[src/rtl/shift_unit_mc.sv]
// -----------------------------------------------------------------------------
// shift_unit_mc
//   Multicycle shifter for the multicycle datapath's ALU-result path. It shifts
//   rt by an immediate (shamt) or register (rs) amount, at most STEP bit
//   positions per clock, under a start / busy / done handshake.
//
//   Supported operations (op):
//     000 SLL   001 SLLV   - logical left, zero fill from the LSB
//     010 SRA   011 SRAV   - arithmetic right, fill with the sign of rt
//     100 SRL   101 SRLV   - logical right, zero fill from the MSB
//     110 ROTR  111 ROTRV  - rotate right
//   op[0] selects the amount source: 0 = shamt, 1 = rs[SHW-1:0].
//
// Ports
//   clk     in   1      clock, all state updates on the rising edge
//   reset   in   1      synchronous active-high reset, wins over everything
//   start   in   1      request, sampled only while idle
//   op      in   3      operation code (see above)
//   rt      in   WIDTH  value to shift
//   rs      in   WIDTH  variable amount source, only rs[SHW-1:0] is used
//   shamt   in   SHW    immediate amount
//   busy    out  1      high while shifting
//   done    out  1      one-cycle pulse, result valid
//   result  out  WIDTH  last result, held until the next operation finishes
//
// Operands, op and amount are captured on the accepting edge; the inputs may
// change freely afterwards. An amount of zero skips the shift phase entirely.
// -----------------------------------------------------------------------------
module shift_unit_mc #(
    parameter int  WIDTH = 32,
    parameter int  STEP  = 1,
    localparam int SHW   = $clog2(WIDTH)
) (
    input  logic             clk,
    input  logic             reset,
    input  logic             start,
    input  logic [2:0]       op,
    input  logic [WIDTH-1:0] rt,
    input  logic [WIDTH-1:0] rs,
    input  logic [SHW-1:0]   shamt,
    output logic             busy,
    output logic             done,
    output logic [WIDTH-1:0] result
);

    // STEP widened by one bit so that STEP == WIDTH still compares correctly
    // against the remaining amount.
    localparam logic [SHW:0] STEP_W = (SHW+1)'(STEP);

    typedef enum logic [1:0] {
        ST_IDLE  = 2'd0,
        ST_SHIFT = 2'd1,
        ST_DONE  = 2'd2
    } state_t;

    // Operation class, i.e. op[2:1]
    localparam logic [1:0] OPC_SLL  = 2'b00;
    localparam logic [1:0] OPC_SRA  = 2'b01;
    localparam logic [1:0] OPC_SRL  = 2'b10;
    localparam logic [1:0] OPC_ROTR = 2'b11;

    state_t           state_r;
    state_t           state_nx_s;
    logic             busy_r;
    logic             done_r;
    logic             busy_nx_s;
    logic             done_nx_s;

    logic [WIDTH-1:0] acc_r;
    logic [SHW-1:0]   rem_r;
    logic [1:0]       opc_r;
    logic             sign_r;
    logic [WIDTH-1:0] result_r;

    logic [SHW-1:0]   amt_s;
    logic             last_s;
    logic [SHW-1:0]   k_s;
    logic [WIDTH-1:0] shifted_s;
    logic             rs_unused_s;

    // Shift val by k positions (0..STEP) according to the operation class.
    // fill is the sign bit captured at accept, used for arithmetic right.
    function automatic logic [WIDTH-1:0] shift_step(
        input logic [WIDTH-1:0] val,
        input logic [SHW-1:0]   k,
        input logic [1:0]       opc,
        input logic             fill
    );
        logic [2*WIDTH-1:0] wide;
        logic [WIDTH-1:0]   res;
        wide = {(2*WIDTH){1'b0}};
        res  = val;
        case (opc)
            OPC_SLL: begin
                res = val << k;
            end
            OPC_SRA: begin
                wide = {{WIDTH{fill}}, val} >> k;
                res  = wide[WIDTH-1:0];
            end
            OPC_SRL: begin
                res = val >> k;
            end
            OPC_ROTR: begin
                // Bits leaving the LSB come back in from the upper copy.
                wide = {val, val} >> k;
                res  = wide[WIDTH-1:0];
            end
            default: begin
                res = val;
            end
        endcase
        return res;
    endfunction

    // Only the low SHW bits of rs carry an amount; the rest is ignored.
    assign rs_unused_s = ^rs[WIDTH-1:SHW];

    // Amount source select and per-cycle step size.
    always_comb begin
        amt_s     = shamt;
        last_s    = 1'b0;
        k_s       = {SHW{1'b0}};
        if (op[0]) begin
            amt_s = rs[SHW-1:0];
        end else begin
            amt_s = shamt;
        end
        // This edge finishes the operation when what remains fits in one step.
        last_s = ({1'b0, rem_r} <= STEP_W);
        if (last_s) begin
            k_s = rem_r;
        end else begin
            k_s = STEP_W[SHW-1:0];
        end
        shifted_s = shift_step(acc_r, k_s, opc_r, sign_r);
    end

    // State register with registered handshake outputs.
    always_ff @(posedge clk) begin
        if (reset) begin
            state_r <= ST_IDLE;
            busy_r  <= 1'b0;
            done_r  <= 1'b0;
        end else begin
            state_r <= state_nx_s;
            busy_r  <= busy_nx_s;
            done_r  <= done_nx_s;
        end
    end

    // Next-state logic.
    always_comb begin
        state_nx_s = state_r;
        case (state_r)
            ST_IDLE: begin
                if (start) begin
                    if (amt_s == {SHW{1'b0}}) begin
                        state_nx_s = ST_DONE;
                    end else begin
                        state_nx_s = ST_SHIFT;
                    end
                end else begin
                    state_nx_s = ST_IDLE;
                end
            end
            ST_SHIFT: begin
                if (last_s) begin
                    state_nx_s = ST_DONE;
                end else begin
                    state_nx_s = ST_SHIFT;
                end
            end
            ST_DONE: begin
                state_nx_s = ST_IDLE;
            end
            default: begin
                state_nx_s = ST_IDLE;
            end
        endcase
    end

    // Output decode from the next state, so busy/done come straight from flops.
    always_comb begin
        busy_nx_s = 1'b0;
        done_nx_s = 1'b0;
        case (state_nx_s)
            ST_SHIFT: begin
                busy_nx_s = 1'b1;
            end
            ST_DONE: begin
                done_nx_s = 1'b1;
            end
            default: begin
                busy_nx_s = 1'b0;
                done_nx_s = 1'b0;
            end
        endcase
    end

    // Datapath: capture on accept, shift while busy, publish on the final step.
    always_ff @(posedge clk) begin
        if (reset) begin
            acc_r    <= {WIDTH{1'b0}};
            rem_r    <= {SHW{1'b0}};
            opc_r    <= 2'b00;
            sign_r   <= 1'b0;
            result_r <= {WIDTH{1'b0}};
        end else begin
            case (state_r)
                ST_IDLE: begin
                    if (start) begin
                        acc_r  <= rt;
                        rem_r  <= amt_s;
                        opc_r  <= op[2:1];
                        sign_r <= rt[WIDTH-1];
                        // A zero amount goes straight to DONE with rt unchanged.
                        if (amt_s == {SHW{1'b0}}) begin
                            result_r <= rt;
                        end
                    end
                end
                ST_SHIFT: begin
                    acc_r <= shifted_s;
                    rem_r <= rem_r - k_s;
                    if (last_s) begin
                        result_r <= shifted_s;
                    end
                end
                default: begin
                    acc_r <= acc_r;
                end
            endcase
        end
    end

    assign busy   = busy_r;
    assign done   = done_r;
    assign result = result_r;

    shift_unit_mc_chk #(
        .WIDTH (WIDTH)
    ) u_chk (
        .clk    (clk),
        .reset  (reset),
        .busy   (busy_r),
        .done   (done_r),
        .result (result_r)
    );

endmodule

// -----------------------------------------------------------------------------
// shift_unit_mc_chk
//   Handshake properties of shift_unit_mc.
//
// Ports
//   clk, reset  clock and synchronous reset of the shifter
//   busy, done  handshake outputs under observation
//   result      result output under observation
// -----------------------------------------------------------------------------
module shift_unit_mc_chk #(
    parameter int WIDTH = 32
) (
    input logic             clk,
    input logic             reset,
    input logic             busy,
    input logic             done,
    input logic [WIDTH-1:0] result
);

    a_busy_done_excl: assert property (@(posedge clk) disable iff (reset)
        !(busy && done));

    a_done_single: assert property (@(posedge clk) disable iff (reset)
        done |=> !done);

    a_result_hold_in_shift: assert property (@(posedge clk) disable iff (reset)
        busy |=> (!busy || $stable(result)));

endmodule

[config.mk]
export PLATFORM = sky130hd
export DESIGN_NAME = shift_unit_mc
export DESIGN_NICKNAME = d
export VERILOG_FILES = /design/src/rtl/shift_unit_mc.sv
export SDC_FILE = /design/constraint.sdc
export NUM_CORES = 1
export LEC_CHECK = 0
export BUFFER_PORTS_ARGS = -buffer_cell sky130_fd_sc_hd__buf_2
export CORE_MARGIN = 2
export CORE_UTILIZATION = 48
export DETAILED_ROUTE_END_ITERATION = 10
export PLACE_DENSITY = 0.75
export REMOVE_ABC_BUFFERS = 1
export SYNTH_ARGS = -nofsm -noshare
export SYNTH_HDL_FRONTEND = slang
export SYNTH_SLANG_ARGS = --single-unit
[constraint.sdc]
create_clock -name clk -period 2.42 [get_ports clk]
set_input_delay 0.121 -clock clk [delete_from_list [all_inputs] [get_ports clk]]
set_output_delay 0.121 -clock clk [all_outputs]
set_load 0.02 [all_outputs]
==> out/results.ini <==
[outcome]
status = finished clean

[worst_setup_path]
timing.rr.end = rem_r[4]
worstSetupStartpointType = register
critical_path_required_ns = 2.70
crit_type = reg2reg
r2r_cells = 7
critPathMaxFanout = 6
arrival_ns = 2.60
reg2reg_from = rem_r[1]
r2r_slack_ns = 0.10
cp-end-kind = register

[clock_network]
ctsResizeCount = 0
cts-root-buf = clkbuf_8
clkTransAtPathRegs_ns = 0.08
clock_sinks = 76
clk_latency_ns = 0.36
cts_tree = yes
cts_buffers = 9
clk_path_buf_depth = 2
htreeDepth = 3

[placement]
hpwl_um = 8050
dp_cells = 677
finalWeightedCongestion = 0.825
port_buffers = 81

[sta]
rsz0062_at_grt = no
fin_worst_skew_ns = 0.00867
min_period_ns = 2.32
setup_viol_count_final = 0
report.final.slew_viol_count = 0
max_freq_mhz = 431
fin_crit_sh_pct = 95.9
hold_viol = 0
relSlewSlack_pct = 60.1
whs_ns = 0.0324
tightest_slew_ns = 0.599

[floorplan]
fp.dieW_um = 98.8
die-area_um2 = 9760
die_h_um = 98.8
start_util_pct = 49.4
ios = 109
rows = 34
fp.coreArea_um2 = 8720

[worst_hold_path]
hp-start = rt[31]
holdPathEnd = sign_r
worstHoldPathType = in2reg
hold_depth = 3

[logic_synthesis]
synth_edf_count = 0
synth.most_common_cell = dfxtp_1
synth.largest_area_cell = dfxtp_1
async_flop_share_pct = 0
synth_commonest_cells = 76 x dfxtp_1, 62 x a21oi_1, 62 x nor2_1
seq_area_frac_synth_pct = 35.3
syn_avg_cell_area_um2 = 8.17
ys_types = 45
syn_inst = 528
ys_warn_count = 0
synth_top_area_share_pct = 35.3
ys_ff_latch = 76
syn_area_um2 = 4310
synth_ff_type = dfxtp_1
synthTopCellsByArea = dfxtp_1 35%, a21oi_1 7.2%, o221ai_1 6.7%, a221o_1 6.0%, nor2_1 5.4%

[power]
pwr-share-comb_pct = 34.8
cellLeakagePower_nw = 2.12
ir_worst_vdd_uv = 336
seqPwrFrac_pct = 36.6
p_per_area_nw_per_um2 = 842
power.switching_mw = 1.48
clkPwrFrac_pct = 28.6
intPower_mw = 2.78
p_sw_share_pct = 34.7

[detailed_routing]
drt_iter0_drc = 345
finalWirelength_um = 12600
dr.pass1.iters = 5
antenna_left = 0
viasPerCell = 6.51
routedWlPerCell_um = 18.2
drc = 0
vias = 4521

[run]
drv_cap = 0

[layout]
final_cells = 694
drive_gt1_share_pct = 23.5
diodes = 0
nets = 657
syn_to_final_growth_pct = 17.2

[grt]
grt-ovfl-total = 0
grt_max_degree = 57
grt_usage_pct = 26.0
grt_pass1_vias = 4372
antenna_found_initial = 0
grt_pass1_wl_um = 21000

-- cell usage in the layout, fill, tap and decap left out, types with 2 or more instances in the layout --
cell       instances
buf_2             81
dfxtp_1           76
a21oi_1           62
nor2_1            61
or3_1             33
o221ai_1          33
o21a_1            27
a211oi_1          27
a221o_1           26
a22oi_1           26
buf_4             26
nand2_1           24
clkbuf_8          11
a31oi_1            7
o21ai_0            6
nor3_1             6
mux2_2             6
mux2i_1            6
a311o_1            4
bufinv_16          3
inv_1              2
nor3b_1            2
o211ai_1           2
and2_1             2
buf_12             2
-- flip-flops by register name (all words and copies together), names as in the netlist --
name,count
acc_r,32
result,32
rem_r,5
opc_r,2
state_r,2
busy,1
done,1
sign_r,1
-- per-stage QoR --
| step | cell area (um2) | setup WS (ns) | power, mW | utilization [%] | setup TNS, ns |
|---|---|---|---|---|---|
| floorplan | 4010 | -3.17 | 2.56 | - | -191.28 |
| global placement | 4790 | 0.203 | 2.98 | 55.0 | 0 |
| detailed placement | 4790 | 0.146 | 3.03 | 55.0 | 0 |
| CTS | 5050 | 0.114 | 4.25 | 58.0 | 0 |
| global route | 5050 | 0.00375 | 4.49 | 58.0 | 0 |
| finish | 5050 | 0.100 | 4.26 | 58.0 | 0 |
-- how the worst max path moves through the flow --
| stage | from | end | slack, ns | depth (start not counted) |
|---|---|---|---|---|
| 6_report | rem_r[1] | rem_r[4] | 0.10 | 7 |
| 5_1_grt | rem_r[2] | rem_r[4] | 0.004 | 7 |
| 4_1_cts | rem_r[1] | rem_r[4] | 0.11 | 7 |
| 3_5_place_dp | rem_r[1] | rem_r[4] | 0.15 | 7 |
| 3_3_place_gp | rem_r[1] | rem_r[4] | 0.20 | 7 |
| 2_1_floorplan | rem_r[4] | acc_r[31] | -3.17 | 4 |
-- per-layer routing --
layer  global-route usage (%)  share of wire [%]
met5                        0                  0
met4                     9.48                1.8
met3                     5.18                8.5
met2                     42.0                 46
met1                     34.5                 44
-- kinds of logic (layout without fill, tap and decap cells) --
group,after synthesis,count (layout),synth area share (%)
and+or+nand+nor,138,138,15.1
adders and majority gates,1,1,0.290
buffers and inverters,71,129,7.31
AOI/OAI and AO/OA,230,230,39.0
muxes,12,12,2.96
DFF,76,76,35.3
-- final cells by class --
cell class / count / area [um2]
Clock buffer: 12 / 155
Clock inverter: 4 / 95.1
Fill cell: 790 / 3670
Inverter: 3 / 11.3
Multi-Input combinational cell: 381 / 2490
Sequential cell: 76 / 1520
Tap cell: 108 / 135
Timing Repair Buffer: 110 / 651
-- repair_timing --
item                       CTS  global route
setup endpoints to repair    0             0
buffers inserted             0             0
hold endpoints to repair     1             0
hold buffers                 1             0
-- worst max-delay path, cell delays in order (launching register included) --
cell	delay, ns
dfxtp_1	0.42
or4_1	0.18
nand2_1	0.08
ha_1	0.19
or4b_2	0.65
nor3_1	0.18
mux2_2	0.35
a211oi_1	0.19
-- power groups by stage --
stage / clock, mW / sequential (mW) / combinational [mW]
final: 1.22 / 1.56 / 1.48
after global routing: 1.28 / 1.58 / 1.63
after CTS: 1.23 / 1.55 / 1.46
after detailed placement: 0 / 1.58 / 1.45
after global placement: 0 / 1.57 / 1.41
after floorplan: 0 / 1.66 / 0.899
Note: power is estimated with default switching activity, not from simulation.
